## src/rtl/rr_decode_arbiter8.sv

```systemverilog
// Eight-requester round-robin arbiter. It produces a one-hot grant in 3x8 decoder
// encoding and a binary owner index, and it can force a release after a hold timeout.
module rr_decode_arbiter8 #(
  parameter int unsigned MAX_HOLD = 16,
  parameter int unsigned HOLD_W   = 8
) (
  input  logic       clk,
  input  logic       rst_n,
  input  logic       en,
  input  logic [7:0] req,
  input  logic       done,
  output logic [7:0] grant,
  output logic [2:0] grant_idx,
  output logic       grant_valid,
  output logic       timeout
);

  typedef enum logic {
    IDLE  = 1'b0,
    GRANT = 1'b1
  } state_t;

  state_t            state_q;
  logic [2:0]        ptr_q;
  logic [2:0]        idx_q;
  logic [7:0]        grant_q;
  logic              valid_q;
  logic              timeout_q;
  logic [HOLD_W-1:0] hold_q;

  logic [2:0]        winner_d;
  logic              arb_go_d;
  logic              rel_done_d;
  logic              rel_drop_d;
  logic              rel_hold_d;
  logic              release_d;
  logic [HOLD_W-1:0] hold_inc_d;

  // The first requester at or after ptr wins; the search wraps from 7 back to 0.
  function automatic logic [2:0] rr_pick(input logic [7:0] r, input logic [2:0] p);
    logic [2:0] cand;
    logic       found;
    rr_pick = p;
    found   = 1'b0;
    for (int k = 0; k < 8; k++) begin
      cand = p + 3'(k);
      if (!found && r[cand]) begin
        rr_pick = cand;
        found   = 1'b1;
      end
    end
  endfunction

  function automatic logic [7:0] dec3to8(input logic [2:0] idx);
    dec3to8 = 8'b0000_0001 << idx;
  endfunction

  always_comb begin
    winner_d   = rr_pick(req, ptr_q);
    arb_go_d   = en && (req != 8'h00);
    rel_done_d = done;
    rel_drop_d = !req[idx_q];
    rel_hold_d = (MAX_HOLD != 0) && (hold_q == HOLD_W'(MAX_HOLD));
    release_d  = rel_done_d || rel_drop_d || rel_hold_d;
    hold_inc_d = (&hold_q) ? hold_q : hold_q + 1'b1;
  end

  always_ff @(posedge clk or negedge rst_n) begin
    if (!rst_n) begin
      state_q   <= IDLE;
      ptr_q     <= 3'd0;
      idx_q     <= 3'd0;
      grant_q   <= 8'h00;
      valid_q   <= 1'b0;
      timeout_q <= 1'b0;
      hold_q    <= '0;
    end else begin
      timeout_q <= 1'b0;
      case (state_q)
        IDLE: begin
          if (arb_go_d) begin
            state_q <= GRANT;
            idx_q   <= winner_d;
            grant_q <= dec3to8(winner_d);
            valid_q <= 1'b1;
            hold_q  <= HOLD_W'(1);
          end
        end
        GRANT: begin
          if (release_d) begin
            // Release always takes priority; the next arbitration runs from the rotated pointer.
            state_q   <= IDLE;
            grant_q   <= 8'h00;
            valid_q   <= 1'b0;
            ptr_q     <= idx_q + 3'd1;
            timeout_q <= rel_hold_d && !rel_done_d && !rel_drop_d;
          end else begin
            hold_q <= hold_inc_d;
          end
        end
        default: state_q <= IDLE;
      endcase
    end
  end

  assign grant       = grant_q;
  assign grant_idx   = idx_q;
  assign grant_valid = valid_q;
  assign timeout     = timeout_q;

endmodule

```

## config.mk

```make
export PLATFORM = sky130hd
export DESIGN_NAME = rr_decode_arbiter8
export DESIGN_NICKNAME = d
export VERILOG_FILES = /design/src/rtl/rr_decode_arbiter8.sv
export SDC_FILE = /design/constraint.sdc
export NUM_CORES = 1
export LEC_CHECK = 0
export CAP_MARGIN = 20
export CORE_ASPECT_RATIO = 1.4
export CORE_MARGIN = 5
export CORE_UTILIZATION = 50
export DETAILED_ROUTE_END_ITERATION = 16
export GPL_TIMING_DRIVEN = 1
export PLACE_DENSITY = 0.72
export SETUP_SLACK_MARGIN = 0.15
export SLEW_MARGIN = 30
export SYNTH_ARGS = -nofsm -noshare
export SYNTH_HDL_FRONTEND = slang
export SYNTH_SLANG_ARGS = --single-unit
```

## constraint.sdc

```tcl
create_clock -name clk -period 4.3 [get_ports clk]
set_input_delay 0.86 -clock clk [delete_from_list [all_inputs] [get_ports clk]]
set_output_delay 0.86 -clock clk [all_outputs]
set_load 0.01 [all_outputs]
```

---- After elaboration in Yosys (flattened, before gate mapping) ----
Index checks and enable logic that the tools add are counted.
storage, ports and cells
  register bits ........................... 25
  bits of input ports ..................... 12
  output and inout bits ................... 13
  logic and storage cells ................. 106
operators by class
  $add $sub $neg .......................... 9
  magnitude comparators ................... 9
  equal/unequal tests ..................... 5
  shifts and indexed selects .............. 1
  muxes and demuxes ....................... 47
  bitwise operators ....................... 1
  reductions and logical operators ........ 27
operator list
  operator             count
  $mux 8               5
  $lt 3x4->1 const B   9
  $pmux 8 s2           2
  $bmux 1 s3           9
  $mux 1               22
  $mux 3               7
  $add 3x3->3 const B  4
  $logic_and 1x1->1    10
  $logic_not 1->1      9
  $add 8x1->8 const B  1
  $eq 8x5->1 const B   1
  $reduce_and 8->1     1
  $reduce_bool 8->1    1
  $shl 1x3->8 const A  1
  $add 3x1->3 const B  2
  $add 3x2->3 const B  2
  $ne 2x2->1 const B   3
  $reduce_and 2->1     3
  $pmux 1 s2           2
  $reduce_and 3->1     1
  $logic_or 1x1->1     2
  $ne 2x1->1 const B   1
  $not 1->1            1

---- Longest topological paths before layout ----
  depth after elaboration ................. 27
  mapped depth ............................ 13
  depth with buffers taken out ............ 9

---- Worst setup path after synthesis ----
OpenSTA, ideal clock, no wires.
  kind .................................... flip-flop to flip-flop
  start ................................... register ptr_q[1]
  end ..................................... register grant_q[6] (netlist: grant[6])
  library setup time ...................... 0.110 ns
  arrival time ............................ 3.254 ns
  data required time ...................... 4.190 ns
  slack ................................... 0.936 ns
  stages on the path, launching flop included .. 14
  path buffers ............................ 4
  period minus slack after synthesis ...... 3.364 ns
  cell sequence ........................... dfrtp_1 -> buf_2 -> buf_2 -> inv_1 -> ha_1 -> buf_6 -> buf_8 -> mux4_2 -> mux2_4 -> o21bai_1 -> a221oi_2 -> o22ai_1 -> o211a_1 -> o41ai_1
on the way
  word-level cells in the longest chain between the ends .. 27
  elaborated cells between the ends (all ways) .. 54
  classes of those cells .................. add/sub: 7; shift: 1; mux: 32; reduce/logical: 14
ends and longest elaborated chain
  element                                                               RTL line  RTL
  from (decl)                                                           24        logic [2:0] ptr_q;
  from (signal assigned)                                                95        ptr_q <= idx_q + 3'd1;
  parallel branches: the longest is 23 deep, another holds $add 3x1->3  -
  $mux 3 (*)                                                            47        if (!found && r[cand]) begin
  $shl 1x3->8 (*)                                                       55        dec3to8 = 8'b0000_0001 << idx;
  $mux 8 (*)                                                            81        if (arb_go_d) begin
  $pmux 8 s2 (*)                                                        79        case (state_q)
  to (signal assigned)                                                  84        grant_q <= dec3to8(winner_d);
  to (decl)                                                             26        logic [7:0] grant_q;
Every way passes the cells marked *. The select of a mux whose other input is x is not followed.
A chain may end at the register's enable or synchronous reset.

---- Worst setup path after layout ----
  start ................................... input port req[4]
  end ..................................... register grant_q[5] (netlist: grant[5])
on the way
  word-level cells in the longest chain between the ends .. 27
  elaborated cells between the ends (all ways) .. 57
  classes of those cells .................. eq/ne: 2; shift: 1; mux: 34; reduce/logical: 20
ends and longest elaborated chain
  element                       RTL line  RTL
  from (decl)                   10        input logic [7:0] req,
  $bmux 1 s3                    47
  $mux 1 (not written as such)  47
  $mux 1                        47
  $logic_not 1->1               47
  $logic_and 1x1->1             47
  $mux 1                        47
  $logic_not 1->1               47
  $logic_and 1x1->1             47
  (+11 left out)                -
  $logic_and 1x1->1             47
  $mux 1                        47
  $logic_not 1->1               47
  $logic_and 1x1->1             47
  $mux 3                        47
  $shl 1x3->8                   55
  $mux 8                        81
  $pmux 8 s2                    79
Parallel ways exist; a longest one is shown, timed or not. The select of a mux whose other input is x is not followed.

==> results.toml <==
[job]
maxCapViolations = 0

[sta]
finClkSkew_ns = 0.00397
finalSetupViolations = 0
grt_setup_unrepaired = "false"
fin_crit_sh = 0.839
fin_crit_ns = 3.61
slew_viol_final = 0
worstMarginPinSlew_ns = 0.674
finalSetupTns_ns = 0
clock.fmax_ghz = 0.277
slew_headroom = 0.550
hold_viol = 0

[placement]
place_area_um2 = 2450
io_buffers = 24
gp_congestion = 0.848
post-dp-hpwl_um = 3810

[grt]
first_global_vias = 1824
grt_overflow = 0
grtUsageTotal = 0.191
grt_max_degree = 26
grt_pass1_wl_um = 8800
antenna_found_initial = 0

[setup_path]
crit_chain = "clkdlybuf4s50_1 > mux4_2 > mux2_4 > o21bai_1 > a221oi_2 > o22ai_1 > o211a_1 > o41ai_1"
arrival_ns = 3.75
end_kind = "flop"
worst-path-stages = 8
critPathKind = "primary input to flop"
critPathSlowestCell = "mux4_2"
critPathBufInv = 1
reg2reg_slack_ns = 0.79
required_ns = 4.45
reg2reg_to = "grant[5]"
crit_family = "compound AO/OA/AOI/OAI gates"
max_stage_delay_ns = 0.62
path_max_fanout = 11
reg2regPathDepth = 9
reg2reg_from = "ptr_q[1]"
start_kind = "primary input"

[detailed_routing]
drc_errors = 0
drtIter0Drc = 171
post_drt_wl_per_cell_um = 17.3
drtAntennaViolNets = 0
wirelength_um = 5080
first_pass_iters = 5
via_per_inst = 6.24
vias = 1834

[clock_network]
post_cts_resized = 0
clockRootBuffer = "clkbuf_8"
htree_levels = 1
cts_tree = "done"
clk_pin_slew_ns = 0.08
clock_path_buffers = 2
cts.sink_count = 25
insertion_delay_ns = 0.27
cts_hold_buf = 0
post_cts_buffers = 0
cts_buffers = 3

[logic_synthesis]
netlist_instances = 221
netlist_area_um2 = 2220
synth_seq_cells = 25
synth_warnings = 0
synthFlopType = "dfrtp_1"
synthDistinctLibCells = 55
ys_async_sr_fraction = 1.00
synth-edff-count = 0
yosysSeqAreaShare = 0.282
avgSynthCellArea_um2 = 10.0
synth_fp_nets = 238

[die]
io_pins = 25
initial_core_util = 0.518
rows = 28
die_w_um = 66.3
fp.dieH_um = 88.8
core_um2 = 4270
die_area_um2 = 5880

[pwr]
leakagePower_nw = 1.01
ir_drop_mv = 0.550
p_per_area_nw_per_um2 = 858
report.power.total_mw = 2.14

[layout]
antennaDiodeCount = 0
utilization = 0.583
synthToLayoutAreaGrowth_pct = 12.4
final_area_um2 = 2490
drive_gt1_frac = 0.137
final_nets = 252

[worst_hold_path]
hp-class = "flop to flop"
hold_start = "grant[7]"
hold_depth = 2
min_to = "grant[7]"

[status]
outcome = "complete, no violations"
==> cells by family after synthesis <==
| kind of cell | Yosys count | share of synthesized area |
|---|---|---|
| xor gates and xnor gates | 12 | 0.0474 |
| and+or+nand+nor | 72 | 0.154 |
| muxes | 32 | 0.259 |
| adders and majority gates | 5 | 0.0282 |
| AOI/OAI and AO/OA | 50 | 0.172 |
| DFF | 25 | 0.282 |
| buffers and inverters | 25 | 0.0565 |
==> routing by layer <==
layer	vias up	routed length [um]	GRT usage
li1	871	-	-
met1	905	2110	0.249
met2	48	2630	0.323
met3	10	187	0.0241
met4	0	146	0.0684
met5	-	0	0
==> through the flow <==
step | hold slack (ns) | instances | setup WS [ns]
finish | 0.488 | 294 | 0.694
CTS | 0.491 | 294 | 0.697
global route | 0.523 | 294 | 0.510
floorplan | 0.511 | 221 | 0.936
detailed placement | 0.466 | 290 | 0.422
global placement | 0.462 | 290 | 0.463
==> synth_stat cells, types with 2 or more instances <==
cell type	number	area [um2]
mux4_1	2	52.6
a21oi_1	5	25.0
buf_2	4	20.0
buf_4	2	15.0
nand2_1	25	93.8
a32oi_1	2	17.5
inv_1	7	26.3
o21bai_1	2	15.0
mux2i_1	9	90.1
xor2_1	10	87.6
mux4_2	17	383
xnor2_1	2	17.5
a22oi_1	2	15.0
nor3_1	2	10.0
nor2_1	20	75.1
nand3_1	3	15.0
o41ai_1	8	70.1
o21ai_0	9	45.0
o211ai_1	2	15.0
nor4_1	2	12.5
ha_1	5	62.6
mux2_2	3	33.8
dfrtp_1	25	626
o311a_1	2	20.0
nor2b_1	2	12.5
a32o_1	2	20.0
o31ai_1	2	15.0
clkbuf_1	9	33.8
and3_1	4	25.0
nand4_1	4	25.0
nand2b_1	4	25.0
==> worst max-delay path by stage <==
stage,slack (ns),start,endpoint
final,0.69,req[4],grant[5]
after global placement,0.46,req[4],grant[5]
after floorplan,0.94,ptr_q[1],grant[6]
after detailed placement,0.42,req[4],grant[5]
after global routing,0.51,req[5],grant[5]
after CTS,0.70,req[4],grant[5]
==> state kept, by name (all words and copies together), names as in the netlist <==
register and count:
grant_valid 1, ptr_q 3, state_q 1, hold_q 8, grant 8, grant_idx 3, timeout 1
==> cell usage in the layout, fill, tap and decap left out, types with 3 or more instances in the layout <==
cell type        count
dfrtp_1             25
nand2_1             25
nand4_1              4
ha_1                 5
inv_1                7
clkdlybuf4s50_1     23
nor2_1              20
clkbuf_8             3
mux2_2               3
mux4_2              17
o21ai_0              9
and3_1               4
mux2i_1              9
xor2_1              10
a21oi_1              5
nand3_1              3
nand2b_1             4
o41ai_1              8
==> tightest hold or removal path: cells and delay by family (launching register included) <==
kind / cells / cell delay [ns]
AOI/OAI and AO/OA: 1 / 0.05
DFF: 1 / 0.35
and+or+nand+nor: 1 / 0.05
==> where the power goes <==
| part | internal (mW) | switching (mW) |
|---|---|---|
| combinational | 0.711 | 0.877 |
| clock | 0.0662 | 0.0690 |
| sequential | 0.313 | 0.101 |
==> cell type report <==
type	count	area, um2
inverters	8	30.0
repair buffers	26	250
multi-input cells	171	1470
clock buffers	4	45.0
well taps	60	75.1
fillers	396	1780
flip-flops and latches	25	626
Note: power is estimated with default switching activity, not from simulation.
